**src/rtl/mem_stream_pkg.sv**
```systemverilog
// Shared types and default widths for the memory burst stream master.
package mem_stream_pkg;

  localparam int unsigned ADDR_W_DEF  = 16;
  localparam int unsigned DATA_W_DEF  = 16;
  localparam int unsigned LEN_W_DEF   = 16;
  localparam int unsigned MEM_LAT_DEF = 2;
  localparam int unsigned WAIT_CNT_W  = 4;

  localparam logic DIR_READ  = 1'b0;
  localparam logic DIR_WRITE = 1'b1;

  typedef enum logic [2:0] {
    IDLE,
    FETCH,
    REQ,
    WAIT,
    DELIVER,
    GAP,
    DONE
  } state_e;

endpackage

```
**src/rtl/mem_stream_wait_ctr.sv**
```systemverilog
// Decides when the WAIT phase of a memory access ends: on the responder's done
// flag when DONE_HANDSHAKE_EN is defined, otherwise after MEM_LAT fixed cycles.
module mem_stream_wait_ctr
  import mem_stream_pkg::*;
#(
  parameter int unsigned MEM_LAT = MEM_LAT_DEF
) (
  input  logic clk,
  input  logic RST,
  input  logic in_wait,
  input  logic dir,
  input  logic mem_done_rd,
  input  logic mem_done_wr,
  output logic wait_exit_c
);

`ifdef DONE_HANDSHAKE_EN

  // Only the flag matching the access direction can end the wait.
  assign wait_exit_c = in_wait && ((dir == DIR_WRITE) ? mem_done_wr : mem_done_rd);

  logic unused_cfg;
  assign unused_cfg = ^{clk, RST, WAIT_CNT_W'(MEM_LAT)};

`else

  logic [WAIT_CNT_W-1:0] cnt;

  // Counts completed WAIT cycles; the last one is cnt == MEM_LAT-1.
  always_ff @(posedge clk) begin
    if (RST) begin
      cnt <= '0;
    end else if (!in_wait || wait_exit_c) begin
      cnt <= '0;
    end else begin
      cnt <= cnt + WAIT_CNT_W'(1);
    end
  end

  assign wait_exit_c = in_wait && (cnt == WAIT_CNT_W'(MEM_LAT - 1));

  logic unused_done;
  assign unused_done = ^{dir, mem_done_rd, mem_done_wr};

`endif

endmodule

```
**src/rtl/mem_stream_master.sv**
```systemverilog
// Burst master moving words between a word-addressed memory and a valid/ready
// stream. WAIT exit source is selected by the DONE_HANDSHAKE_EN macro.
module mem_stream_master
  import mem_stream_pkg::*;
#(
  parameter int unsigned ADDR_W  = ADDR_W_DEF,
  parameter int unsigned DATA_W  = DATA_W_DEF,
  parameter int unsigned LEN_W   = LEN_W_DEF,
  parameter int unsigned MEM_LAT = MEM_LAT_DEF
) (
  input  logic              clk,
  input  logic              RST,
  input  logic              cmd_valid,
  output logic              cmd_ready,
  input  logic              cmd_dir,
  input  logic [ADDR_W-1:0] cmd_addr,
  input  logic [LEN_W-1:0]  cmd_len,
  output logic              out_valid,
  output logic [DATA_W-1:0] out_data,
  input  logic              out_ready,
  input  logic              in_valid,
  input  logic [DATA_W-1:0] in_data,
  output logic              in_ready,
  output logic [ADDR_W-1:0] mem_addr,
  output logic [DATA_W-1:0] mem_wdata,
  output logic              mem_rd,
  output logic              mem_wr,
  input  logic [DATA_W-1:0] mem_rdata,
  input  logic              mem_done_rd,
  input  logic              mem_done_wr,
  output logic              busy,
  output logic              burst_done,
  output logic [LEN_W-1:0]  words_left
);

  state_e            state;
  state_e            state_d;
  logic              dir_q;
  logic              dir_d;
  logic [ADDR_W-1:0] addr_d;
  logic [LEN_W-1:0]  len_d;
  logic [DATA_W-1:0] wdata_d;
  logic [DATA_W-1:0] rdata_d;
  logic              wait_exit_c;

  mem_stream_wait_ctr #(
    .MEM_LAT (MEM_LAT)
  ) u_wait_ctr (
    .clk         (clk),
    .RST         (RST),
    .in_wait     (state == WAIT),
    .dir         (dir_q),
    .mem_done_rd (mem_done_rd),
    .mem_done_wr (mem_done_wr),
    .wait_exit_c (wait_exit_c)
  );

  // Next state and next values of the datapath registers.
  always_comb begin
    state_d = state;
    dir_d   = dir_q;
    addr_d  = mem_addr;
    len_d   = words_left;
    wdata_d = mem_wdata;
    rdata_d = out_data;
    unique case (state)
      IDLE: begin
        if (cmd_valid && cmd_ready) begin
          dir_d  = cmd_dir;
          addr_d = cmd_addr;
          len_d  = cmd_len;
          if (cmd_len == '0) begin
            state_d = DONE;
          end else if (cmd_dir == DIR_WRITE) begin
            state_d = FETCH;
          end else begin
            state_d = REQ;
          end
        end
      end
      FETCH: begin
        if (in_valid && in_ready) begin
          wdata_d = in_data;
          state_d = REQ;
        end
      end
      REQ: begin
        state_d = WAIT;
      end
      WAIT: begin
        if (wait_exit_c) begin
          if (dir_q == DIR_READ) begin
            rdata_d = mem_rdata;
            state_d = DELIVER;
          end else begin
            state_d = GAP;
          end
        end
      end
      DELIVER: begin
        if (out_valid && out_ready) begin
          state_d = GAP;
        end
      end
      GAP: begin
        // Strobes are low here so the responder can drop its done flag.
        addr_d = mem_addr + ADDR_W'(1);
        len_d  = words_left - LEN_W'(1);
        if (words_left == LEN_W'(1)) begin
          state_d = DONE;
        end else if (dir_q == DIR_WRITE) begin
          state_d = FETCH;
        end else begin
          state_d = REQ;
        end
      end
      DONE: begin
        state_d = IDLE;
      end
      default: begin
        state_d = IDLE;
      end
    endcase
  end

  // State register; every output is registered off the next state.
  always_ff @(posedge clk) begin
    if (RST) begin
      state      <= IDLE;
      dir_q      <= DIR_READ;
      cmd_ready  <= 1'b1;
      busy       <= 1'b0;
      burst_done <= 1'b0;
      mem_rd     <= 1'b0;
      mem_wr     <= 1'b0;
      mem_addr   <= '0;
      mem_wdata  <= '0;
      out_valid  <= 1'b0;
      out_data   <= '0;
      in_ready   <= 1'b0;
      words_left <= '0;
    end else begin
      state      <= state_d;
      dir_q      <= dir_d;
      cmd_ready  <= (state_d == IDLE);
      busy       <= (state_d != IDLE);
      burst_done <= (state_d == DONE);
      mem_rd     <= ((state_d == REQ) || (state_d == WAIT)) && (dir_d == DIR_READ);
      mem_wr     <= ((state_d == REQ) || (state_d == WAIT)) && (dir_d == DIR_WRITE);
      mem_addr   <= addr_d;
      mem_wdata  <= wdata_d;
      out_valid  <= (state_d == DELIVER);
      out_data   <= rdata_d;
      in_ready   <= (state_d == FETCH);
      words_left <= len_d;
    end
  end

endmodule

```
**config.mk**
```make
export PLATFORM = sky130hd
export DESIGN_NAME = mem_stream_master
export DESIGN_NICKNAME = d
export VERILOG_FILES = /design/src/rtl/mem_stream_pkg.sv /design/src/rtl/mem_stream_wait_ctr.sv /design/src/rtl/mem_stream_master.sv
export SDC_FILE = /design/constraint.sdc
export NUM_CORES = 1
export LEC_CHECK = 0
export ABC_AREA = 1
export CAP_MARGIN = 5
export CORE_MARGIN = 1.5
export CORE_UTILIZATION = 41
export CTS_CLUSTER_DIAMETER = 50
export DETAILED_ROUTE_END_ITERATION = 8
export PLACE_DENSITY = 0.77
export RECOVER_POWER = 50
export SYNTH_ARGS = -nofsm -noshare
export SYNTH_HDL_FRONTEND = slang
export SYNTH_SLANG_ARGS = --single-unit
export TNS_END_PERCENT = 50
```
**constraint.sdc**
```tcl
create_clock -name clk -period 1.3 [get_ports clk]
set_input_delay 0.26 -clock clk [delete_from_list [all_inputs] [get_ports clk]]
set_output_delay 0.26 -clock clk [all_outputs]
set_load 0.005 [all_outputs]
```
# [Word level (Yosys, flattened, before mapping)]
# Cells that the tools add are included.
[op_classes] n_bitwise=2 addsub=3 muxes=16 n_reduce_logical=18 eq_ne=13
[op_table] cell="$pmux W16 S2" n=2
[op_table] cell="$mux W16" n=2
[op_table] cell="$mux W3" n=6
[op_table] cell="$pmux W3 S6" n=1
[op_table] cell="$add A16 B1 Y16 const B" n=1
[op_table] cell="$eq A16 B1 Y1 const B" n=1
[op_table] cell="$logic_not A16 Y1" n=1
[op_table] cell="$sub A16 B1 Y16 const B" n=1
[op_table] cell="$eq A3 B2 Y1 const B" n=4
[op_table] cell="$eq A3 B3 Y1 const B" n=4
[op_table] cell="$eq A3 B1 Y1 const B" n=2
[op_table] cell="$logic_and A1 B1 Y1" n=6
[op_table] cell="$logic_not A3 Y1" n=2
[op_table] cell="$add A4 B1 Y4 const B" n=1
[op_table] cell="$eq A4 B1 Y1 const B" n=1
[op_table] cell="$mux W2" n=2
[op_table] cell="$reduce_and A2 Y1" n=2
[op_table] cell="$mux W1" n=3
[op_table] cell="$reduce_and A3 Y1" n=1
[op_table] cell="$reduce_bool A3 Y1" n=1
[op_table] cell="$logic_or A1 B1 Y1" n=2
[op_table] cell="$ne A2 B2 Y1 const B" n=1
[op_table] cell="$not A1 Y1" n=2
[op_table] cell="$reduce_bool A2 Y1" n=1
[op_table] cell="other kinds (2)" n=2
[word_totals] output_inout_bits=71 inputBits=72 regBits=79

# [Longest topological paths before layout]
# Gate-level depths: netlist of the first run.
[depth] ltp_word=7 ltp_mapped=12 depth_no_buf=12

# [Hierarchy]
# Synthesis of the first run repeated with hierarchy kept, for this count alone.
[unflattened] cells_unflattened=592 hier_area_um2=4017.6
[by_module_without_submodules] mod="mem_stream_master" area_each_um2=3832.4 cells_each=569 instances=1
[by_module_without_submodules] mod="mem_stream_wait_ctr" area_each_um2=185.2 cells_each=23 instances=1

# [Worst setup path after synthesis of the first run]
# No wires, ideal clock.
[synth_timing] kind="flip-flop to flip-flop" startpoint="reg mem_addr[0]" endpoint="reg mem_addr[10]" slack_ns=-0.164 required_time_ns=1.233 n_path_buf=0 stages_incl_launch_ff=8 t_arrival_ns=1.396 path_cell_list="dfxtp_1 > ha_1 > nand2_1 > nor3_1 > nand2_1 > o21ai_0 > nand3_1 > a21oi_2"
[synth_via] elab_chain_cells=2
[synth_rtl] element="start, declared" line="mem_stream_master.sv:24" text="output logic [ADDR_W-1:0] mem_addr,"
[synth_rtl] element="start signal, assigned" line="mem_stream_master.sv:150" text="mem_addr <= addr_d;"
[synth_rtl] element="$add A16 B1 Y16" line="mem_stream_master.sv:107" text="addr_d = mem_addr + ADDR_W'(1);"
[synth_rtl] element="$pmux W16 S2" line="mem_stream_master.sv:66" text="unique case (state)"
# No other way between the ends.
# A chain may end at the register's enable or synchronous reset.

# [Worst setup path after layout of the first run]
[layout_timing] startpoint="reg state[0]" endpoint="reg words_left[0]"
[layout_via] elab_chain_cells=3 word_cells_on_any_way=6
[layout_rtl] element="start, declared" line="mem_stream_master.sv:36" text="state_e state;"
[layout_rtl] element="start signal, assigned" line="mem_stream_master.sv:143" text="state <= state_d;"
[layout_rtl] element="$eq A3 B3 Y1 or $logic_not A3 Y1 (tied branches)" line="mem_stream_master.sv:66"
[layout_rtl] element="$reduce_bool A2 Y1 (no line) or $ne A2 B2 Y1 (tied branches)"
[layout_rtl] element="$reduce_and A2 Y1 (no line)"
[layout_rtl] element="end signal, assigned" line="mem_stream_master.sv:155" text="words_left <= len_d;"
[layout_rtl] element="end, declared" line="mem_stream_master.sv:33" text="output logic [LEN_W-1:0] words_left"
# Several ways; a longest one is shown, not always the timed one.

==> results of run 1 <==
-- worst max path at each step --
stage / endpoint / slack, ns / cells after the start
after floorplan: words_left[3] / -0.03 / 10
after global placement: busy / -0.43 / 9
after detailed placement: busy / -0.50 / 9
after CTS: mem_wdata[14] / -0.14 / 1
after global routing: words_left[0] / -0.36 / 7
final: words_left[0] / -0.34 / 7
-- flip-flops by register name, summed over array words and instances (netlist names) --
name            count
words_left         16
mem_rd              1
cmd_ready           1
busy                1
state               3
out_data           16
mem_wr              1
dir_q               1
u_wait_ctr.cnt      4
mem_addr           16
mem_wdata          16
out_valid           1
in_ready            1
burst_done          1
-- kinds of logic (layout without fill, tap and decap cells) --
family                   after synthesis  count (layout)  synth area share
AO/OA/AOI/OAI                         98              98             0.136
XOR/XNOR                               6               6            0.0132
adder cells (fa/ha/maj)                5               5            0.0158
buffers and inverters                 70             338            0.0810
flip-flops                            79              79             0.398
AND/OR/NAND/NOR                      331             331             0.356
-- worst max-delay path: stages (launching register included) --
cell and delay [ns]:
dfxtp_4 0.38, nor2_4 0.14, nand2_4 0.07, nor2_4 0.12
buf_12 0.16, nor2_4 0.08, clkbuf_16 0.17, a21oi_1 0.36
-- through the flow --
step / std cells / hold WS, ns / TNS, ns
detailed placement: 915 / 0.455 / -20.81
floorplan: 589 / 0.329 / -0.0963
global route: 986 / 0.394 / -13.72
CTS: 964 / 0.465 / -2.95
finish: 986 / 0.377 / -9.61
global placement: 915 / 0.450 / -18.52
-- power groups by stage --
stage                     sequential [mW]  combinational [mW]  clock [mW]
after floorplan                      2.81               0.965           0
after global placement               2.79                2.10           0
after detailed placement             2.80                2.14           0
after CTS                            2.75                2.63        1.80
after global routing                 2.80                3.50        1.92
final                                2.79                3.33        1.82
-- per-layer routing --
| metal | vias to the layer above | share of wire | global-route usage |
|---|---|---|---|
| li1 | 2457 | - | - |
| met4 | 0 | 0.045 | 0.125 |
| met1 | 2592 | 0.38 | 0.344 |
| met3 | 90 | 0.084 | 0.0449 |
| met5 | - | 0 | 0 |
| met2 | 342 | 0.49 | 0.484 |
-- repair_timing --
action | 4_1_cts | 5_1_grt
gates cloned | 1 | 5
hold buffers | 0 | 0
setup endpoints to repair | 145 | 86
resized for setup | 279 | 178
buffers inserted | 33 | 19
pin swaps | 44 | 86
-- cells in the final DEF (no fill, tap or decap), types with 22 or more instances in the layout --
cell / instances
buf_4: 87
buf_6: 37
clkdlybuf4s50_1: 68
dfxtp_1: 22
dfxtp_2: 42
dlygate4sd2_1: 48
inv_1: 31
nand2_1: 108
nand2_2: 33
nand3_1: 26
nand3_2: 23
nor2_1: 67
nor2_4: 24
-- cell type report --
type / instances / area [um2]
clock buffer: 10 / 138
clock inverter: 6 / 52.6
fill: 550 / 1620
inverter: 47 / 228
multi-input combinational: 440 / 2810
sequential: 79 / 1690
tap: 129 / 161
timing repair buffer: 274 / 2620
timing repair inverter: 1 / 11.3
==> out/qor.csv, run 1 <==
stage,metric,value,unit
timing,worst_clock_skew,0.00886,ns
cells_and_area,final_cell_area,0.00771,mm2
synthesis,yosysSeqAreaShare,0.398,
global_routing,grt_pass1_wl,22900,um
timing,layout_setup_ws,-0.336,ns
min_path,hold_depth,5,
route,routed_wl,17600,um
setup_path,timing.reg2reg.setup_slack,-0.34,ns
placed_design,placement.io_buffers,140,
timing,maxClockFrequency,611,MHz
cells_and_area,n_antenna_cell,0,
setup_path,crit_fanout,8,
global_routing,congestion_overflow_gr,0,
route,route.vias.total,5481,
setup_path,r2r_end,words_left[0],
placed_design,dp_slack,-0.495,ns
global_routing,number_of_global_route_vias_before_repair,4895,
power,seqPwrFrac,0.351,
synthesis,synthArstFlopShare,0,
die,top_level_ports,143,
cells_and_area,layout.core_utilization,0.827,
power,finalPower,7.93,mW
setup_path,critical_path_arrival,1.86,ns
synthesis,yosysTopAreaCellShare,0.398,
synthesis,synth-seq-cells,79,
setup_path,r2r.worst_path.cells,7,
synthesis,synth_top_cells_by_area,"dfxtp_1 40%, nand2_1 14%, nor2_1 9.1%, nand3_1 6.8%, a21oi_1 4.8%",
synthesis,synth_commonest_cells,"148 x nand2_1, 96 x nor2_1, 79 x dfxtp_1",
power,clockPowerShare,0.229,
setup_path,startpoint_type,flop,
route,first_pass_iters,7,
min_path,critical_hold_path_startpoint,cmd_len[5],
timing,slew_headroom,0.733,
power,vdd_ir_drop_max,0.552,mV
clock_network,cts-root-to-sink-buffers,2,
timing,slew_viol_final,0,
timing,timing.final.crit_share,1.26,
global_routing,antenna_found_initial,0,
die,die_w,101,um
route,routed_wire_length_per_instance,17.8,um
power,leakage,3.43,nW
synthesis,synth.yosys.warnings,0,
timing,finalSetupViolCount,70,
global_routing,global_route.usage.total,0.280,
synthesis,synthesis.instances,589,
die,die_height,101,um
clock_network,clock-sinks,79,
min_path,holdCritPathClass,in2reg,
clock_network,cts_root_buf,clkbuf_8,
global_routing,largest_net_degree_at_the_start_of_global_routing,24,
route,drt.antenna.violating_nets,0,
clock_network,tritoncts,done,
synthesis,syn_nets,666,
die,die-area,0.0103,mm2
setup_path,crit_type,reg2reg,
placed_design,postPlaceCellArea,0.00605,mm2
timing,grt_setup_unrepaired,true,
synthesis,yosys.area.top_type,dfxtp_1,
setup_path,setup.worst_path.end_class,flop,
cells_and_area,final_layout_size_suffix_gt1_frac,0.461,
synthesis,avgSynthCellArea,6.74,um2
power,comb_power_share,0.419,
route,avgViaCountPerCell,5.56,
die,core_area,0.00933,mm2
clock_network,htree_num_levels,3,
timing,report.final.hold_viol_count,0,
synthesis,synthMostInstantiatedCell,nand2_1,
route,remaining_drc_errors,0,
min_path,min_to,words_left[5],
synthesis,synth.distinct_cells,35,
timing,period_minus_slack,1.64,ns
synthesis,mappedNetlistArea,0.00397,mm2
placed_design,place.detailed.hpwl,9260,um
setup_path,r2r_startpoint,state[0],
power,switching_power,2.91,mW
route,drt_first_iter_violations,403,
synthesis,synth_edf_count,0,
power,internal_power,5.02,mW
outcome,run_status,"complete, but fails checks",
die,placementRows,35,
power,swShare,0.367,
clock_network,numCtsBuffers,9,
outcome,violations_in_the_final_reports,negative setup slack,
synthesis,dominantRegCellSynth,dfxtp_1,
placed_design,gpl.final_weighted_congestion,0.902,
cells_and_area,flow.area_growth_from_synthesis,94.2,%
power,power.density,1030,mW/mm2
clock_network,cts.reportedPaths.clkPinSlew,0.09,ns
timing,tightest_slew,0.401,ns
setup_path,startpoint,state[0],
setup_path,cp.required,1.52,ns
cells_and_area,nNetsFinal,929,
clock_network,worst_skew_pair_later_pin_latency,0.36,ns
die,start_util,0.426,
job,maxCapViolations,0,
(Power assumes the default switching activity.)
==> run 2: changes to the inputs <==
--- a/config.mk
+++ b/config.mk
@@ -8,10 +8,10 @@
 export ABC_AREA = 1
 export CAP_MARGIN = 5
 export CORE_MARGIN = 1.5
-export CORE_UTILIZATION = 41
+export CORE_UTILIZATION = 49
 export CTS_CLUSTER_DIAMETER = 50
 export DETAILED_ROUTE_END_ITERATION = 8
-export PLACE_DENSITY = 0.77
+export PLACE_DENSITY = 0.87
 export RECOVER_POWER = 50
 export SYNTH_ARGS = -nofsm -noshare
 export SYNTH_HDL_FRONTEND = slang
==> constraint.sdc (replaced) <==
create_clock -name clk -period 2.1 [get_ports clk]
set_input_delay 0.42 -clock clk [delete_from_list [all_inputs] [get_ports clk]]
set_output_delay 0.42 -clock clk [all_outputs]
set_load 0.005 [all_outputs]
==> run 2 against run 1 <==
  * The run now ends clean
  * Sequential cell count is the same
  * Worst setup slack gained 0.55 ns
  * Combinational power shrank 69%
  * Via count shrank 20%
  * Non-clock buffer count shrank 123
  * Largest cell class unchanged
  * Cell count shrank 15%
==> out/qor.csv, run 2 (synthesis results as in run 1) <==
stage,metric,value,unit
outcome,run_status,"complete, no violations",
placed_design,postPlaceCellArea,0.00544,mm2
timing,worst_hold_slack_after_final_layout,0.460,ns
route,routed_wire_length_per_instance,13.7,um
clock_network,cts_root_buf,clkbuf_8,
power,clockPowerShare,0.283,
die,start_util,0.511,
clock_network,cts-root-to-sink-buffers,2,
setup_path,critPathMostFrequentCell,nand2_1,
min_path,hold_depth,2,
route,first_pass_iters,5,
timing,slew_headroom,0.663,
power,switching_power,1.27,mW
route,remaining_drc_errors,0,
cells_and_area,flow.area_growth_from_synthesis,41.2,%
power,seqPwrFrac,0.448,
clock_network,post_cts_buffers,0,
timing,finalSetupTns,0,ns
clock_network,htree_num_levels,3,
clock_network,numCtsBuffers,9,
setup_path,setup.worst_path.end_class,flop,
setup_path,r2r.worst_path.cells,6,
route,routed_wl,11500,um
die,core_area,0.00777,mm2
clock_network,worst_skew_pair_later_pin_latency,0.35,ns
route,drt_first_iter_violations,216,
setup_path,timing.critical_path.cells,dlygate4sd3_1 > nor2_1 > nand2_1 > nor2_1 > nand2_1 > nand2_1 > nand3_1 > o21ai_0 > nand3_1,
cells_and_area,final_cell_mix,"148 x nand2_1, 101 x clkdlybuf4s50_1, 98 x nor2_1",
power,leakage,2.33,nW
clock_network,cts.reportedPaths.clkPinSlew,0.09,ns
cells_and_area,n_antenna_cell,0,
timing,grt_setup_unrepaired,false,
timing,layout_setup_ws,0.213,ns
timing,tightest_slew,0.505,ns
timing,finalSetupViolCount,0,
setup_path,max_stage_delay,0.56,ns
placed_design,placement.io_buffers,140,
die,top_level_ports,143,
placed_design,gpl.final_weighted_congestion,0.951,
timing,slew_viol_final,0,
timing,period_minus_slack,1.89,ns
setup_path,crit_type,in2reg,
min_path,holdCritPathClass,reg2reg,
placed_design,place.detailed.hpwl,8420,um
die,die_w,93.0,um
die,die_height,93.0,um
job,maxCapViolations,0,
cells_and_area,layout.core_utilization,0.722,
route,route.vias.total,4367,
route,avgViaCountPerCell,5.23,
cells_and_area,nNetsFinal,805,
power,swShare,0.331,
clock_network,tritoncts,done,
global_routing,number_of_global_route_vias_before_repair,4026,
power,vdd_ir_drop_max,0.375,mV
die,placementRows,32,
route,drt.antenna.violating_nets,0,
clock_network,clock-sinks,79,
timing,report.final.hold_viol_count,0,
clock_network,cts_resized,0,
setup_path,worst_path_dominant_cell_family,simple AND/OR/NAND/NOR gates,
setup_path,critical_path_arrival,2.11,ns
power,power.density,685,mW/mm2
setup_path,cp.required,2.32,ns
power,internal_power,2.57,mW
setup_path,timing.critical_path.slowest_stage_cell,dlygate4sd3_1,
global_routing,antenna_found_initial,0,
global_routing,grt_pass1_wl,18300,um
timing,worst_clock_skew,0.0115,ns
cells_and_area,final_cell_area,0.00561,mm2
setup_path,worst-path-buf-inv,1,
power,comb_power_share,0.269,
setup_path,cp_num_cells,9,
timing,timing.final.crit_share,0.898,
setup_path,startpoint_type,input pin,
clock_network,holdBufCountCts,0,
die,die-area,0.00865,mm2
global_routing,congestion_overflow_gr,0,
global_routing,global_route.usage.total,0.262,
timing,maxClockFrequency,530,MHz
cells_and_area,mostFrequentLayoutCell,nand2_1,
global_routing,largest_net_degree_at_the_start_of_global_routing,41,
setup_path,crit_fanout,3,
placed_design,dp_slack,0.0222,ns
cells_and_area,final_layout_size_suffix_gt1_frac,0.0614,
[run 2: changes by cell type in the layout (fill, tap and decap cells not counted), moves of 31 or more]
cell	delta
buf_4	-78
buf_6	-37
clkdlybuf4s50_1	+33
dfxtp_1	+57
dfxtp_2	-42
dlygate4sd2_1	-48
dlygate4sd3_1	+39
nand2_1	+40
nor2_1	+31
[run 2: stage by stage]
step                cells  power (mW)
finish                835        3.84
global route          835        4.06
CTS                   835        3.88
detailed placement    819        2.80
global placement      819        2.76
floorplan             589        2.33
[run 2: final timing paths]
kind / from / end / slack [ns]
min: out_data[2] / out_data[2] / 0.46
min reg2reg: out_data[2] / out_data[2] / 0.46
max reg2reg: state[0] / words_left[2] / 0.32
max: cmd_len[15] / busy / 0.21
[run 2: worst min-delay path, cell delays in order, from the launching register on]
cell and delay (ns):
dfxtp_1 0.31, nand2_1 0.05, a21oi_1 0.05
[run 2: final cells by class]
class	instances	area, um2
Clock buffer	10	138
Clock inverter	6	51.3
Fill cell	641	2160
Inverter	47	176
Multi-Input combinational cell	440	2050
Sequential cell	79	1580
Tap cell	102	128
Timing Repair Buffer	151	1480
[run 2: layer usage]
layer	part of all wire	global-route usage
met5	0	0
met4	0.013	0.0758
met3	0.075	0.0520
met2	0.50	0.458
met1	0.41	0.326
[run 2: power groups by stage]
stage               Sequential [mW]  Combinational [mW]  Clock, mW
global placement               1.75                1.02          0
finish                         1.72                1.03       1.09
global route                   1.74                1.15       1.17
detailed placement             1.75                1.04          0
CTS                            1.72                1.05       1.11
floorplan                      1.74               0.593          0
==> run 3: changes to the inputs <==
--- a/config.mk
+++ b/config.mk
@@ -8,10 +8,10 @@
 export ABC_AREA = 1
 export CAP_MARGIN = 5
 export CORE_MARGIN = 1.5
-export CORE_UTILIZATION = 49
+export CORE_UTILIZATION = 44
 export CTS_CLUSTER_DIAMETER = 50
 export DETAILED_ROUTE_END_ITERATION = 8
-export PLACE_DENSITY = 0.87
+export PLACE_DENSITY = 0.79
 export RECOVER_POWER = 50
 export SYNTH_ARGS = -nofsm -noshare
 export SYNTH_HDL_FRONTEND = slang
==> constraint.sdc (replaced) <==
create_clock -name clk -period 2.3 [get_ports clk]
set_input_delay 0.46 -clock clk [delete_from_list [all_inputs] [get_ports clk]]
set_output_delay 0.46 -clock clk [all_outputs]
set_load 0.005 [all_outputs]
==> run 3 against run 2 <==
  * Combinational power decreased by 9%
  * Routed wire length increased by 2.5%
  * Sequential cell count unchanged
  * Sequential power decreased by 8%
  * Count of clock-buffer cells in the layout unchanged
  * Non-clock buffer count decreased by 2
  * Global-route usage decreased by 1.5 points
  * Die area increased by 11%
  * Register-to-register slack about the same
  * Critical path type unchanged
  * Largest power group unchanged
==> out/qor.csv, run 3 (synthesis results as in run 1) <==
stage,metric,value,unit
outcome,run_status,"complete, no violations",
setup_path,max_stage_delay,0.49,ns
clock_network,cts_root_buf,clkbuf_8,
clock_network,htree_num_levels,3,
timing,tightest_slew,0.546,ns
min_path,holdCritPathClass,reg2reg,
min_path,hold_depth,2,
cells_and_area,n_antenna_cell,0,
setup_path,cp.required,2.58,ns
timing,report.final.hold_viol_count,0,
global_routing,congestion_overflow_gr,0,
timing,maxClockFrequency,497,MHz
timing,period_minus_slack,2.01,ns
route,drt_first_iter_violations,249,
timing,finalSetupTns,0,ns
setup_path,critical_path_arrival,2.29,ns
global_routing,gr-usage-met2,0.397,
die,die_height,98.0,um
route,routed_wire_length_per_instance,14.0,um
placed_design,postPlaceCellArea,0.00543,mm2
setup_path,crit_type,in2reg,
clock_network,post_cts_buffers,0,
placed_design,gpl.final_weighted_congestion,0.914,
global_routing,met1_usage,0.318,
route,avgViaCountPerCell,5.13,
cells_and_area,mostFrequentLayoutCell,nand2_1,
clock_network,holdBufCountCts,0,
setup_path,r2r_end,words_left[5],
cells_and_area,final_layout_size_suffix_gt1_frac,0.0547,
die,core_area,0.00872,mm2
global_routing,global_route.usage.total,0.247,
clock_network,cts-root-to-sink-buffers,2,
route,first_pass_iters,5,
setup_path,startpoint_type,input pin,
die,die-area,0.00960,mm2
cells_and_area,nFillCells,781,
setup_path,critPathMostFrequentCell,nand2_1,
clock_network,numCtsBuffers,9,
clock_network,cts.reportedPaths.clkPinSlew,0.09,ns
setup_path,setup.worst_path.end_class,flop,
die,die_w,98.0,um
job,maxCapViolations,0,
global_routing,number_of_global_route_vias_before_repair,4116,
clock_network,cts_resized,0,
global_routing,antenna_found_initial,0,
min_path,min_to,out_data[6],
route,remaining_drc_errors,0,
global_routing,grt_pass1_wl,19400,um
timing,slew_headroom,0.633,
timing,worst_hold_slack_after_final_layout,0.459,ns
setup_path,timing.critical_path.slowest_stage_cell,clkdlybuf4s50_1,
setup_path,r2r.worst_path.cells,8,
min_path,critical_hold_path_startpoint,out_data[6],
placed_design,placement.io_buffers,140,
global_routing,grt_util_met3,0.0666,
timing,worst_clock_skew,0.00925,ns
cells_and_area,final_cell_area,0.00564,mm2
setup_path,timing.critical_path.cells,clkdlybuf4s50_1 > nand2_1 > nor2_1 > clkbuf_1 > nand2_1 > nand2_1 > o21ai_0 > a21oi_1,
die,top_level_ports,143,
die,placementRows,34,
timing,timing.final.crit_share,0.875,
power,leakage,2.34,nW
power,vdd_ir_drop_max,0.378,mV
cells_and_area,final_cell_mix,"150 x nand2_1, 104 x clkdlybuf4s50_1, 98 x nor2_1",
clock_network,clock-sinks,79,
die,start_util,0.455,
power,power.density,666,mW/mm2
setup_path,crit_fanout,10,
clock_network,tritoncts,done,
timing,grt_setup_unrepaired,false,
setup_path,r2r_startpoint,state[0],
timing,finalSetupViolCount,0,
route,routed_wl,11700,um
cells_and_area,flow.area_growth_from_synthesis,42.1,%
route,drt.antenna.violating_nets,0,
timing,slew_viol_final,0,
route,route.vias.total,4306,
global_routing,busiest_layer,met2,
placed_design,place.detailed.hpwl,8590,um
cells_and_area,nNetsFinal,803,
setup_path,timing.reg2reg.setup_slack,0.32,ns
clock_network,worst_skew_pair_later_pin_latency,0.36,ns
global_routing,largest_net_degree_at_the_start_of_global_routing,41,
[run 3: cell count changes in the layout (fill, tap and decap cells not counted), sizes merged]
cell,before,now
clkdlybuf4s50,101,104
dlygate4sd3,39,36
clkbuf,12,11
clkinv,3,4
buf,9,8
bufinv,0,3
inv,49,46
clkinvlp,1,0
[run 3: cell type report]
class                      count  area (um2)  area share
multi-input combinational    440        2050       0.363
clock buffer                  10         128      0.0226
sequential                    79        1580       0.280
tap                          108         135      0.0239
inverter                      47         176      0.0313
clock inverter                 6         109      0.0193
timing repair buffer         149        1470       0.260
[run 3: where the power goes]
part	switching (mW)	internal (mW)	total (mW)
clock	0.520	0.720	1.24
sequential	0.114	1.46	1.58
combinational	0.498	0.444	0.941
total	1.13	2.63	3.76
[run 3: worst max-delay path, delay by kind of cell]
kind	cells	cell delay, ns
buffers and inverters	2	0.94
AND/OR/NAND/NOR	4	0.65
AO/OA/AOI/OAI	2	0.24
[run 3: through the flow]
step / std cells / setup slack [ns] / utilization / power (mW)
after global routing: 839 / 0.117 / 0.647 / 3.97
after detailed placement: 823 / 0.154 / 0.623 / 2.55
after global placement: 823 / 0.179 / 0.623 / 2.54
after CTS: 839 / 0.440 / 0.650 / 3.79
final: 839 / 0.287 / 0.647 / 3.76
after floorplan: 589 / 0.836 / - / 2.13
[run 3: how the worst max path moves through the flow]
stage                   from              to  slack (ns)  depth (start not counted)
2_1_floorplan    mem_addr[0]    mem_addr[10]        0.84                          7
4_1_cts        words_left[4]   words_left[4]        0.44                          1
3_3_place_gp       cmd_valid  words_left[11]        0.18                          8
5_1_grt             state[0]   words_left[9]        0.12                          8
3_5_place_dp       cmd_valid  words_left[11]        0.15                          8
6_report           cmd_valid   words_left[5]        0.29                          8
[run 3: layer usage]
layer,routed length (um),vias up
li1,-,2194
met1,5180,1942
met2,5410,157
met3,972,13
met4,186,0
met5,0,-
